**config.mk**
```make
export PLATFORM = sky130hd
export DESIGN_NAME = checkout_lane_arbiter
export DESIGN_NICKNAME = d
export VERILOG_FILES = /design/src/rtl/checkout_lane_arbiter.sv
export SDC_FILE = /design/constraint.sdc
export NUM_CORES = 1
export LEC_CHECK = 0
export BUFFER_PORTS_ARGS = -buffer_cell sky130_fd_sc_hd__clkbuf_2
export CAP_MARGIN = 10
export CORE_ASPECT_RATIO = 1.1
export CORE_UTILIZATION = 40
export CTS_BUF_LIST = sky130_fd_sc_hd__clkbuf_8
export CTS_CLUSTER_DIAMETER = 50
export DETAILED_ROUTE_END_ITERATION = 6
export GPL_TIMING_DRIVEN = 0
export PLACE_DENSITY = 0.66
export SLEW_MARGIN = 10
export SYNTH_ARGS = -nofsm -noshare
export SYNTH_HDL_FRONTEND = slang
export SYNTH_SLANG_ARGS = --single-unit
```
**constraint.sdc**
```tcl
create_clock -name clk -period 3.46 [get_ports clk]
set_clock_uncertainty 0.05 [all_clocks]
set_input_delay 0.519 -clock clk [delete_from_list [all_inputs] [get_ports clk]]
set_output_delay 0.519 -clock clk [all_outputs]
set_load 0.01 [all_outputs]
```
**src/rtl/checkout_lane_arbiter.sv**
```systemverilog
// Round-robin arbiter sharing one price*qty multiply-accumulate datapath
// between NUM_LANES checkout keypads, with a saturating running sum per lane.
// Ports:
//   clk, clear            clock; asynchronous active-high reset
//   lane_req/lane_total   per-lane request level and op (0=item, 1=TOTAL)
//   lane_price/lane_qty   packed per-lane operands
//   lane_ack              one-cycle one-hot grant pulse
//   busy                  high whenever the engine is not idle
//   result_*              one-cycle result pulse with lane, sum and op
//   lane_ovf              sticky per-lane saturation flags
//   rd_lane/rd_sum        combinational debug read of one lane's sum
module checkout_lane_arbiter #(
    parameter int NUM_LANES = 4,
    parameter int PRICE_W   = 5,
    parameter int QTY_W     = 3,
    parameter int SUM_W     = 11,
    parameter int MUL_LAT   = 2,
    localparam int LW = (NUM_LANES > 1) ? $clog2(NUM_LANES) : 1
) (
    input  logic                         clk,
    input  logic                         clear,
    input  logic [NUM_LANES-1:0]         lane_req,
    input  logic [NUM_LANES-1:0]         lane_total,
    input  logic [NUM_LANES*PRICE_W-1:0] lane_price,
    input  logic [NUM_LANES*QTY_W-1:0]   lane_qty,
    output logic [NUM_LANES-1:0]         lane_ack,
    output logic                         busy,
    output logic                         result_valid,
    output logic [LW-1:0]                result_lane,
    output logic [SUM_W-1:0]             result_sum,
    output logic                         result_total,
    output logic [NUM_LANES-1:0]         lane_ovf,
    input  logic [LW-1:0]                rd_lane,
    output logic [SUM_W-1:0]             rd_sum
);

    localparam int PW = PRICE_W + QTY_W;
    localparam int EW = ((PW > SUM_W) ? PW : SUM_W) + 1;
    localparam int CW = (MUL_LAT > 1) ? $clog2(MUL_LAT) : 1;
    localparam logic [SUM_W-1:0] SUM_MAX = '1;

    typedef enum logic [1:0] {IDLE, MUL, TOT, DONE} state_t;

    state_t               state;
    state_t               state_n;
    logic [LW-1:0]        rr_ptr;
    logic [LW-1:0]        win;
    logic [PRICE_W-1:0]   price_q;
    logic [QTY_W-1:0]     qty_q;
    logic [CW-1:0]        cnt;
    logic [SUM_W-1:0]     sums [NUM_LANES];

    logic                 found;
    logic [LW-1:0]        win_c;
    logic [LW-1:0]        rr_next;
    logic [PW-1:0]        product;
    logic [EW-1:0]        acc;
    logic                 sat;
    logic [SUM_W-1:0]     item_sum;

    // First requester at or after rr_ptr, wrapping around.
    always_comb begin
        found = 1'b0;
        win_c = '0;
        for (int i = 0; i < NUM_LANES; i++) begin
            if (!found && lane_req[LW'((int'(rr_ptr) + i) % NUM_LANES)]) begin
                found = 1'b1;
                win_c = LW'((int'(rr_ptr) + i) % NUM_LANES);
            end
        end
    end

    assign rr_next  = (int'(win_c) == NUM_LANES - 1) ? '0 : win_c + 1'b1;
    assign product  = PW'(price_q) * PW'(qty_q);
    assign acc      = EW'(sums[win]) + EW'(product);
    assign sat      = acc > EW'(SUM_MAX);
    assign item_sum = sat ? SUM_MAX : acc[SUM_W-1:0];
    assign rd_sum   = sums[rd_lane];

    always_ff @(posedge clk or posedge clear) begin
        if (clear) state <= IDLE;
        else       state <= state_n;
    end

    always_comb begin
        state_n = state;
        unique case (state)
            IDLE: if (found) state_n = lane_total[win_c] ? TOT : MUL;
            MUL:  if (cnt == '0) state_n = DONE;
            TOT:  state_n = DONE;
            DONE: state_n = IDLE;
            default: state_n = IDLE;
        endcase
    end

    always_ff @(posedge clk or posedge clear) begin
        if (clear) begin
            rr_ptr       <= '0;
            win          <= '0;
            price_q      <= '0;
            qty_q        <= '0;
            cnt          <= '0;
            lane_ack     <= '0;
            lane_ovf     <= '0;
            busy         <= 1'b0;
            result_valid <= 1'b0;
            result_lane  <= '0;
            result_sum   <= '0;
            result_total <= 1'b0;
            for (int i = 0; i < NUM_LANES; i++) sums[i] <= '0;
        end else begin
            lane_ack     <= '0;
            result_valid <= 1'b0;
            busy         <= (state_n != IDLE);
            unique case (state)
                IDLE: begin
                    if (found) begin
                        lane_ack[win_c] <= 1'b1;
                        win             <= win_c;
                        rr_ptr          <= rr_next;
                        price_q <= lane_price[int'(win_c)*PRICE_W +: PRICE_W];
                        qty_q   <= lane_qty[int'(win_c)*QTY_W +: QTY_W];
                        // Counts the remaining MUL cycles after the first.
                        cnt     <= CW'(MUL_LAT - 1);
                    end
                end
                MUL: begin
                    if (cnt == '0) begin
                        sums[win]    <= item_sum;
                        if (sat) lane_ovf[win] <= 1'b1;
                        result_valid <= 1'b1;
                        result_lane  <= win;
                        result_sum   <= item_sum;
                        result_total <= 1'b0;
                    end else begin
                        cnt <= cnt - 1'b1;
                    end
                end
                TOT: begin
                    result_valid  <= 1'b1;
                    result_lane   <= win;
                    result_sum    <= sums[win];
                    result_total  <= 1'b1;
                    sums[win]     <= '0;
                    lane_ovf[win] <= 1'b0;
                end
                DONE: begin
                end
                default: begin
                end
            endcase
        end
    end

endmodule

```
Yosys cells after proc, flatten, opt, wreduce, memory -nomap -nowiden
Cells that the tools add are included.
- flip-flop bits (word level): 83
- word-level logic and storage cells: 130
- bits of input ports: 44
- output and inout port bits: 35
- magnitude comparators: 12
- muxes and demuxes: 59
- eq/ne operators: 7
- $add $sub $neg: 6
- $mul: 3
- bitwise operators: 7
- shift-type cells: 2
- reduce and logical (&&, ||, !) cells: 17
- operators by type and width (kind ; count):
    $pmux W44 S2 ; 1
    $mux W11 ; 7
    $and A44 B44 Y44 ; 1
    $bmux W11 S2 ; 2
    $bwmux W44 ; 1
    $mux W44 ; 1
    $not A44 Y44 ; 1
    $demux W11 S2 ; 1
    $pmux W11 S2 ; 1
    $shiftx A20 B6 Y5 ; 1
    $mux W1 ; 19
    $mux W2 ; 9
    $lt A2 B4 Y1 const B ; 4
    $mux W4 ; 4
    $add A11 B8 Y12 ; 1
    $gt A12 B11 Y1 const B ; 1
    $shiftx A12 B5 Y3 ; 1
    $bmux W1 S2 ; 5
    $mul A5 B3 Y8 ; 1
    $pmux W2 S4 ; 1
    $pmux W4 S2 ; 1
    $ge A3 B3 Y1 const B ; 2
    $logic_and A1 B1 Y1 ; 6
    $lt A2 B3 Y1 const B ; 2
    22 further kinds ; 39

Logic depth before layout (Yosys ltp)
- depth after elaboration: 19
- depth in mapped cells: 13
- depth with buffers taken out: 12

Worst setup path before layout
Ideal clock, no wire load.
- path type: reg2reg
- from: register win[1]
- to: register sums[4] in the netlist's numbering
- period minus slack after synthesis: 3.605 ns
- library setup time: 0.083 ns
- setup slack: -0.145 ns
- arrival: 3.472 ns
- required time: 3.327 ns
- stages on the path, launching flop included: 13
- path buffers: 2
- path through: dfrtp_1 -> clkbuf_1 -> clkbuf_1 -> mux4_2 -> inv_1 -> fa_1 -> fa_1 -> nand2b_1 -> a21oi_2 -> o21ai_0 -> and2b_1 -> o21ai_2 -> o21ai_0
- longest elaborated chain between the ends: 10
- elaborated cells between the ends (all ways): 17
- those cells by class: add/sub (1); order compare (3); mux (9); bitwise (3); reduce/logical (1)
- ends and longest elaborated chain (item ; RTL line ; RTL):
    from (decl) ; 47 ; logic [LW-1:0] win;
    from (signal assigned) ; 119 ; win <= win_c;
    $not A2 Y3 (implied by the code) (*) ; 75, 129, 144 ;
    $bmux W11 S2 ; 75 ; assign acc = EW'(sums[win]) + EW'(product);
    $mux W11 (implied by the code) (2 in a row) ; 75 ;
    $add A11 B8 Y12 ; 75 ;
    $gt A12 B11 Y1 ; 76 ; assign sat = acc > EW'(SUM_MAX);
    $mux W11 ; 77 ; assign item_sum = sat ? SUM_MAX : acc[SUM_W-1:0];
    $bwmux W44 ; 129 ; sums[win] <= item_sum;
    $mux W44 ; 128 ; if (cnt == '0) begin
    $pmux W44 S2 (*) ; 115 ; unique case (state)
    to (signal, indexed assignment) ; 129 ;
    to (decl) ; 51 ; logic [SUM_W-1:0] sums [NUM_LANES];
Every way passes the cells marked *; elsewhere a longest branch is shown, timed or not. The select of a mux whose other input is x is not followed.
A chain may end at the register's enable or synchronous reset.

Worst setup path after layout
- from: register win[0]
- to: register result_sum[9]
- longest elaborated chain between the ends: 9
- ends and longest elaborated chain (item ; RTL line ; RTL):
    $not A2 Y3 (implied by the code) (*) ; 75, 142 ;
    $bmux W11 S2 (*) ; 75, 142 ;
    $mux W11 (implied by the code) (*) (2 in a row) ; 75, 142 ;
    $add A11 B8 Y12 ; 75 ;
    $gt A12 B11 Y1 ; 76 ;
    $mux W11 ; 77 ;
    $mux W11 ; 128 ;
    $pmux W11 S2 (*) ; 115 ;
    to (signal assigned) ; 133 ; result_sum <= item_sum;
    to (signal assigned) ; 142 ; result_sum <= sums[win];
    to (decl) ; 30 ; output logic [SUM_W-1:0] result_sum,
Marks and branches as above.

==> reports/qor.yml <==
sta:
  hold_viol_final: 0
  min_period_ps: 3414
  setup_viol: 0
  period_share: 0.9868
  maxSlewViolCount: 0
  tightest_slew_ps: 1018
  tns_ps: 0
  rsz0062_at_grt: "yes"
  fmax_ghz: 0.2929
  maxSlewHeadroom: 0.3150
worst_setup_path:
  worst_path_max_delay_cell: "mux4_2"
  crit_path_end_kind: "register"
  crit_buf_inv: 2
  cp-endpoint: "result_sum[9]"
  crit_top_cell: "fa_2"
  r2r_start: "win[0]"
  critPathLaunch: "win[0]"
  worstPathCellList: "buf_12 > mux4_2 > inv_2 > fa_2 > fa_2 > nand2b_4 > a21oi_4 > o211ai_1 > mux2_4 > mux2i_1 > a21oi_1"
  crit_path_start_kind: "register"
  critPathMaxStageDelay_ps: 560
  rr_worst_depth: 11
  path_max_fanout: 6
  cp.arrival_ps: 3610
  critPathKind: "register to register"
  cp_num_cells: 11
  reg2reg_slack_ps: 50
  cp_top_family: "multiplexers"
  required_ps: 3650
  r2r-end: "result_sum[9]"
clocking:
  clk_pin_slew_ps: 80
  cts_tree: "built"
  root_buffer: "clkbuf_8"
  holdBufCountCts: 0
  clock_sinks: 83
  cts_buffers: 9
  cts_buffer_depth: 2
  clock_latency_ps: 380
  h-tree-depth: 3
synth:
  ys_seq_area_frac: 0.4174
  syn_area_sq_mm: 0.004976
  yosysWarnings: 0
  synth_cells: 487
  synth.avg_cell_area_sq_um: 10.22
  synth_ff_type: "dfrtp_1"
  syn_nets: 558
  synth-edff-count: 0
  async_flop_share: 1.000
  yosysTopAreaCellShare: 0.4174
  synth_seq_cells: 83
  yosysTopAreaCell: "dfrtp_1"
  synthTopCellsByArea: "dfrtp_1 42%, mux4_2 10%, o21ai_0 5.6%"
  yosysUniqueCellTypes: 50
  synth_common_cells: "83 x dfrtp_1, 70 x nand2_1, 56 x o21ai_0"
  yosysMostFrequentCell: "dfrtp_1"
outcome:
  status: "finished, final reports clean"
route:
  antenna_left: 0
  viasPerCell: 5.501
  routed_wirelength_um: 13150
  drc: 0
  first_pass_iters: 5
  wl_per_cell_um: 17.49
  drt_iter0_markers: 269
  vias: 4137
die:
  fp.dieH_um: 119.0
  dieWidth_um: 108.3
  initial_core_util: 0.4117
  rows: 42
  pin_count: 79
  core_sq_mm: 0.01209
  design.die.area_sq_mm: 0.01289
global_routing:
  grt_antenna_before_repair: 0
  grt_util_all_layers: 0.2190
  grt_pass1_vias: 4155
  grt_pass1_wl_um: 21340
  grt_max_degree: 63
  grt_overflow: 0
cells_and_area:
  multi_input_area_sq_mm: 0.002854
  seq_area_sq_mm: 0.002079
  fin_area_sq_mm: 0.006146
  fillCellCount: 1125
  layout-drive-gt1-share: 0.3344
  n_antenna_cell: 0
  syn_to_final_growth_pct: 23.51
  nets: 664
pwr:
  p_leak_nw: 2.891
  ir_drop_uv: 426.6
  p_per_area_mw_per_mm2: 962.4
hold_path:
  hold_path.class: "input pin to asynchronous set/reset pin"
place:
  gp_congestion: 0.8662
  hpwlAfterDp_um: 9731
  placed_area_sq_mm: 0.005594
  io_buffer_count: 78
run:
  cap_violations: 0
[final cells by class]
cell class / count / share of cell area
Buffer: 22 / 0.02077
Clock buffer: 10 / 0.02239
Clock inverter: 6 / 0.01059
Inverter: 33 / 0.02056
Multi-Input combinational cell: 349 / 0.4644
Sequential cell: 83 / 0.3384
Tap cell: 154 / 0.03135
Timing Repair Buffer: 95 / 0.09161
[power by group]
part | total (mW) | switching (mW) | internal, mW
registers | 1.52 | 0.226 | 1.29
clock network | 0.725 | 0.372 | 0.353
logic | 3.67 | 2.16 | 1.51
total | 5.91 | 2.76 | 3.16
[how the worst min path moves through the flow]
| stage | to | depth (start not counted) |
|---|---|---|
| 5_1_grt | sums[19] | 2 |
| 3_5_place_dp | result_sum[0] | 2 |
| 4_1_cts | sums[19] | 2 |
| 6_report | sums[19] | 2 |
| 3_3_place_gp | result_total | 2 |
| 2_1_floorplan | sums[11] | 2 |
[cells in the final DEF, fill, tap and decap left out, types with 3 or more instances in the layout]
master	instances
a21oi_1	22
a21oi_2	3
a22o_1	13
and2_1	12
buf_2	7
buf_4	13
clkbuf_1	10
clkbuf_2	78
clkbuf_8	12
dfrtp_1	81
fa_1	7
ha_1	13
ha_4	3
inv_1	31
mux2_2	14
mux2i_1	19
mux4_2	22
nand2_1	68
nand2b_1	4
nand3_1	4
nor2_1	24
nor2b_1	6
o21ai_0	42
o21ai_1	13
o21ai_2	4
xor2_1	3
[state kept, by name (all words and copies together), names as in the netlist, named ones only]
signal / cells
sums: 44
result_sum: 11
price_q: 5
lane_ack: 4
qty_q: 3
result_lane: 2
rr_ptr: 2
state: 2
win: 2
busy: 1
cnt: 1
result_total: 1
result_valid: 1
[metal layers]
layer | up-vias | GRT usage | share of wire
li1 | 1936 | - | -
met1 | 1991 | 0.2782 | 0.41
met2 | 184 | 0.3491 | 0.49
met3 | 26 | 0.05473 | 0.077
met4 | 0 | 0.1014 | 0.022
met5 | - | 0 | 0
[logic make-up after synthesis]
| family | count (synthesis) | share of synthesized area |
|---|---|---|
| flip-flops | 83 | 0.4174 |
| AO/OA/AOI/OAI | 123 | 0.1534 |
| adder cells (fa/ha/maj) | 27 | 0.08147 |
| XOR/XNOR | 4 | 0.007042 |
| AND/OR/NAND/NOR | 139 | 0.1255 |
| buffers and inverters | 55 | 0.04350 |
| multiplexers | 56 | 0.1717 |
[repair_timing]
action | 4_1_cts | 5_1_grt
endpoints found under the setup margin | 59 | 52
setup buffers | 7 | 8
gates resized for setup | 21 | 42
gates cloned | 0 | 1
pin swaps | 5 | 15
[per-stage QoR]
step	power [mW]	hold WS, ps	std cells	setup slack [ps]	util
finish	5.915	26.17	752	45.68	0.5085
global route	6.403	43.07	752	-54.48	0.5085
CTS	5.582	28.47	743	4.541	0.4895
detailed placement	4.683	421.3	720	-749.7	0.4628
global placement	4.572	414.2	719	-694.3	0.4604
floorplan	3.740	410.9	487	22.09	-
Note: power is estimated with default switching activity, not from simulation.
